## src/rtl/counter_monitor_pkg.sv

```systemverilog
// Shared types and helpers for counter_monitor: FSM state encoding,
// expected-count prediction and saturating increment.
package counter_monitor_pkg;

  typedef enum logic [1:0] {
    ACQUIRE = 2'd0,
    TRACK   = 2'd1,
    FAULT   = 2'd2
  } state_t;

  // All-ones mask for a field of the given width (1..32).
  function automatic logic [31:0] width_mask(input int width);
    return (width >= 32) ? 32'hFFFF_FFFF : ((32'd1 << width) - 32'd1);
  endfunction

  // Value the upstream counter should present one cycle after prev_cnt/prev_en.
  function automatic logic [31:0] next_expected(input logic [31:0] prev_cnt,
                                                input logic        prev_en,
                                                input int          width);
    logic [31:0] nxt;
    nxt = prev_en ? (prev_cnt + 32'd1) : prev_cnt;
    return nxt & width_mask(width);
  endfunction

  // Increment that sticks at all-ones instead of rolling over.
  function automatic logic [31:0] sat_inc(input logic [31:0] value,
                                          input int          width);
    return (value == width_mask(width)) ? value : (value + 32'd1);
  endfunction

endpackage

```

## src/rtl/counter_monitor_sat_counter.sv

```systemverilog
// Saturating statistic counter with synchronous clear.
module sat_counter
  import counter_monitor_pkg::*;
#(
  parameter int W = 8
) (
  input  logic         clk,
  input  logic         reset,
  input  logic         inc,
  input  logic         clr,
  output logic [W-1:0] q
);

  logic [W-1:0] q_next;

  assign q_next = W'(sat_inc(32'(q), W));

  always_ff @(posedge clk) begin
    if (!reset) begin
      q <= '0;
    end else if (clr) begin
      q <= '0;
    end else if (inc) begin
      q <= q_next;
    end
  end

endmodule

```

## src/rtl/counter_monitor.sv

```systemverilog
// Cycle-accurate checker for an enable-driven up counter: predicts each sample,
// flags deviations, counts wraps and errors, latches a fault on repeated errors.
module counter_monitor
  import counter_monitor_pkg::*;
#(
  parameter int WIDTH     = 4,
  parameter int STAT_W    = 8,
  parameter int ERR_LIMIT = 3
) (
  input  logic              clk,
  input  logic              reset,
  input  logic              enable,
  input  logic [WIDTH-1:0]  cnt,
  input  logic              clear,
  output logic              wrap,
  output logic              mismatch,
  output logic [STAT_W-1:0] wrap_cnt,
  output logic [STAT_W-1:0] err_cnt,
  output logic              fault,
  output logic              locked
);

  state_t           state;
  logic [WIDTH-1:0] prev_cnt;
  logic             prev_en;
  logic [3:0]       run;

  logic [WIDTH-1:0] expected;
  logic [3:0]       run_inc;
  logic             cnt_mismatch;
  logic             wrap_hit;
  logic             track_active;
  logic             err_inc;
  logic             wrap_inc;

  assign expected     = WIDTH'(next_expected(32'(prev_cnt), prev_en, WIDTH));
  assign run_inc      = run + 4'd1;
  assign cnt_mismatch = (cnt != expected);
  assign wrap_hit     = prev_en && (prev_cnt == '1) && (cnt == '0);
  // clear overrides any compare result taken on the same edge
  assign track_active = (state == TRACK) && !clear;
  assign err_inc      = track_active && cnt_mismatch;
  assign wrap_inc     = track_active && !cnt_mismatch && wrap_hit;

  always_ff @(posedge clk) begin
    if (!reset) begin
      state    <= ACQUIRE;
      prev_cnt <= '0;
      prev_en  <= 1'b0;
      run      <= 4'd0;
      wrap     <= 1'b0;
      mismatch <= 1'b0;
      fault    <= 1'b0;
      locked   <= 1'b0;
    end else begin
      prev_cnt <= cnt;
      prev_en  <= enable;
      wrap     <= 1'b0;
      mismatch <= 1'b0;
      if (clear) begin
        state  <= ACQUIRE;
        run    <= 4'd0;
        fault  <= 1'b0;
        locked <= 1'b0;
      end else begin
        case (state)
          ACQUIRE: begin
            state  <= TRACK;
            locked <= 1'b1;
          end
          TRACK: begin
            if (cnt_mismatch) begin
              mismatch <= 1'b1;
              run      <= run_inc;
              if (run_inc == 4'(ERR_LIMIT)) begin
                state  <= FAULT;
                fault  <= 1'b1;
                locked <= 1'b0;
              end
            end else begin
              run  <= 4'd0;
              wrap <= wrap_hit;
            end
          end
          FAULT: begin
            fault  <= 1'b1;
            locked <= 1'b0;
          end
          default: begin
            state  <= ACQUIRE;
            locked <= 1'b0;
          end
        endcase
      end
    end
  end

  sat_counter #(.W(STAT_W)) u_wrap_cnt (
    .clk   (clk),
    .reset (reset),
    .inc   (wrap_inc),
    .clr   (clear),
    .q     (wrap_cnt)
  );

  sat_counter #(.W(STAT_W)) u_err_cnt (
    .clk   (clk),
    .reset (reset),
    .inc   (err_inc),
    .clr   (clear),
    .q     (err_cnt)
  );

endmodule

```

## config.mk

```make
export PLATFORM = sky130hd
export DESIGN_NAME = counter_monitor
export DESIGN_NICKNAME = d
export VERILOG_FILES = /design/src/rtl/counter_monitor_pkg.sv /design/src/rtl/counter_monitor_sat_counter.sv /design/src/rtl/counter_monitor.sv
export SDC_FILE = /design/constraint.sdc
export NUM_CORES = 1
export LEC_CHECK = 0
export CELL_PAD_IN_SITES_DETAIL_PLACEMENT = 1
export CELL_PAD_IN_SITES_GLOBAL_PLACEMENT = 2
export CORE_ASPECT_RATIO = 1.4
export CORE_MARGIN = 1.5
export CORE_UTILIZATION = 33
export DETAILED_ROUTE_END_ITERATION = 8
export PLACE_DENSITY_LB_ADDON = 0.25
export SLEW_MARGIN = 20
export SYNTH_ARGS = -nofsm -noshare
export SYNTH_HDL_FRONTEND = slang
export SYNTH_SLANG_ARGS = --single-unit
```

## constraint.sdc

```tcl
create_clock -name clk -period 3.65 [get_ports clk]
set_input_delay 0.73 -clock clk [delete_from_list [all_inputs] [get_ports clk]]
set_output_delay 0.73 -clock clk [all_outputs]
set_load 0.02 [all_outputs]
```

==> impl_results.md <==
- # IOs: 28
- R2R Setup Slk: 1.37 ns
- Iteration-0 DRC Markers: 37
- Setup Fix Bufs, Post-CTS: 0
- Max Fclk: 0.368 GHz
- Vias per inst: 5.34
- Slew margin rel.: 0.465
- IO buf count: 27
- Worst EP arrival: 2.87 ns
- Max Cap Viol: 0
- CTS tree: built
- Synth warnings: 0
- Antenna Nets Post-Route: 0
- Nets@finish: 217
- Unrepaired setup endpoints after global routing: false
- # DRC: 0
- Mapped Area: 1560 µm²
- Fill cell count: 554
- Post-cts resize count: 0
- Most common cell in the netlist: dfxtp_1
- Synth Flop Type: dfxtp_1
- Required time worst endpoint: 3.81 ns
- Depth of the most critical reg-to-reg path: 6
- Core area: 4540 µm²
- Post-CTS Hold Buffers: 0
- Top post-synthesis cells by count: 31 x dfxtp_1, 15 x nand2_1, 12 x a21oi_1
- Post-Syn Instances: 176
- Root Driver: clkbuf_8
- Status: finished, final reports clean
- Crit path cell chain: clkdlybuf4s50_1 > xor2_1 > and3_1 > o211a_1 > nor3_1 > a2111oi_0
- LEAKAGE: 0.653 nW
- Cells after DPL: 259
- Initial antenna violation count: 0
- Mapped Avg Cell Area: 8.85 µm²
- Share of the synthesized area in the top cell type: 0.398
- Hold Fails Final Rpt: 0
- Slew @ Worst Pin: 0.801 ns
- DP HPWL: 2.98 mm
- Worst flop-to-flop path startpoint: prev_cnt[0]$_SDFF_PN0_
- Clock Skew: 0.00197 ns
- Via count: 1426
- CP bufs+invs: 1
- Die Span Y: 84.3 µm
- Total CTS buffers: 5
- Crit. path cell count: 6
- Starting density of the core: 0.343
- Slowest cell on crit path: o211a_1
- Die Area: 5150 µm²
- Die Wd: 61.1 µm
- Post-synthesis sequential area ratio: 0.398
- Clock sinks: 31
- First-pass GRT wire length: 6.75 mm
- Hold Path Class: reg -> reg
- CTS clk-pin slew, worst paths: 0.06 ns
- Hold depth: 2
- Ranking of synthesized cells by area: dfxtp_1 40%, ha_1 4.0%, xnor2_1 3.9%
- Top delay family on crit path: compound AO/OA/AOI/OAI gates
- CTS Buffer Depth: 2
- RR Endpoint: locked$_SDFFE_PP0P_
- Post-synth EDFFs: 0
- Register bit count reported by yosys: 31
- Share of layout cells above drive strength 1: 0.0634
- Final period util: 0.744
- Grt total ovfl: 0
- Tmin final: 2.72 ns
- Crit path from: cnt[0]
- Final setup violation count: 0
- CP Capture Point: locked$_SDFFE_PP0P_
- Vias in the first global route: 1499
- Worst Path Class, Setup: in -> reg
- Rows: 29
- CP Launch Type: input pin
- CTS HTree Levels: 2
- Final wirelength: 4.00 mm
- Layout Cells excl Fill: 267
- Synth area leader: dfxtp_1
- Pin count of the biggest net entering global routing: 25
- DRT Pass-1 Iters: 4
- DR WL/cell: 15.0 µm
- Maximum VDD drop: 0.203 mV
- ANT cells: 0
- Count of different cell masters after synthesis: 45
- PwrDens: 336 nW/µm²
- Worst setup EP type: register
- Max Slew Vio Count: 0
- Area Overhead vs Synth: 25.7%
- Worst-skew pair later-pin latency: 0.27 ns
- Setup TNS: 0 ns
- Syn nets: 189
- CP Max Fanout: 24
- GRT Util Overall: 0.171
- Critical Path Max Stage Delay: 0.58 ns
- Global placement routability congestion: 0.843
- Synth async-reset ratio: 0
## where the power goes
part / internal [W] / switching, W
Sequential: 0.000344 / 0.00000542
Clock: 0.000134 / 0.000120
Combinational: 0.0000226 / 0.0000323
## per-stage QoR
step                area, µm²  hold WS (ns)   util  worst slack, ns  total power (W)
finish                   1960         0.467  0.432            0.933         0.000658
global placement         1880         0.456  0.414            0.829         0.000409
floorplan                1560         0.444      -             1.52         0.000390
CTS                      1960         0.472  0.432            0.896         0.000672
detailed placement       1880         0.461  0.414            0.595         0.000412
global route             1960         0.509  0.432            0.714         0.000695
## metal layers
metal | part of all wire | wire (µm) | up-vias | global-route usage
met5 | 0 | 0 | - | 0
met4 | 0.010 | 40 | 0 | 0.0632
met3 | 0.030 | 118 | 4 | 0.0416
met2 | 0.54 | 2180 | 19 | 0.309
met1 | 0.42 | 1660 | 692 | 0.183
li1 | - | - | 711 | -
## flip-flops by register name (all words and copies together) (netlist names)
register      flops
state             2
locked            1
run               4
u_err_cnt.q       8
prev_en           1
wrap              1
prev_cnt          4
u_wrap_cnt.q      8
mismatch          1
fault             1
## logic make-up after synthesis
family | count (synthesis) | share of synthesized area
AND/OR/NAND/NOR | 81 | 0.312
AO/OA/AOI/OAI | 37 | 0.153
flip-flops | 31 | 0.398
buffers and inverters | 11 | 0.0329
XOR/XNOR | 9 | 0.0506
adder cells (fa/ha/maj) | 5 | 0.0402
multiplexers | 2 | 0.0129
## worst min-delay path by stage
stage                                    from             endpoint  slack [ns]
after floorplan           run[3]$_SDFFE_PP0N_  run[3]$_SDFFE_PP0N_        0.44
after global placement    run[3]$_SDFFE_PP0N_  run[3]$_SDFFE_PP0N_        0.46
after detailed placement  run[3]$_SDFFE_PP0N_  run[3]$_SDFFE_PP0N_        0.46
after CTS                 run[3]$_SDFFE_PP0N_  run[3]$_SDFFE_PP0N_        0.47
after global routing      run[3]$_SDFFE_PP0N_  run[3]$_SDFFE_PP0N_        0.51
final                     run[3]$_SDFFE_PP0N_  run[3]$_SDFFE_PP0N_        0.47
## placed cells by master (no fill, tap or decap), drive strengths merged, types with 7 or more instances in the layout
| cell | count |
|---|---|
| xnor2 | 7 |
| clkdlybuf4s50 | 27 |
| clkbuf | 7 |
| nand2 | 16 |
| dfxtp | 31 |
| nand3 | 11 |
| or4 | 8 |
| a21oi | 12 |
## worst reg2reg max path: stages (launching register included)
cell,delay [ns]
dfxtp_1,0.34
ha_1,0.31
xnor2_1,0.15
and3_1,0.20
o211a_1,0.58
nor3_1,0.22
a2111oi_0,0.37
## area by class of cell
type / count / area [µm²] / area share
Clock buffer: 7 / 76.3 / 0.0390
Clock inverter: 1 / 5.00 / 0.00256
Inverter: 4 / 15.0 / 0.00767
Multi-Input combinational cell: 134 / 886 / 0.452
Sequential cell: 31 / 621 / 0.317
Tap cell: 62 / 77.6 / 0.0396
Timing Repair Buffer: 28 / 278 / 0.142
Power figures use the tool's default switching activity.
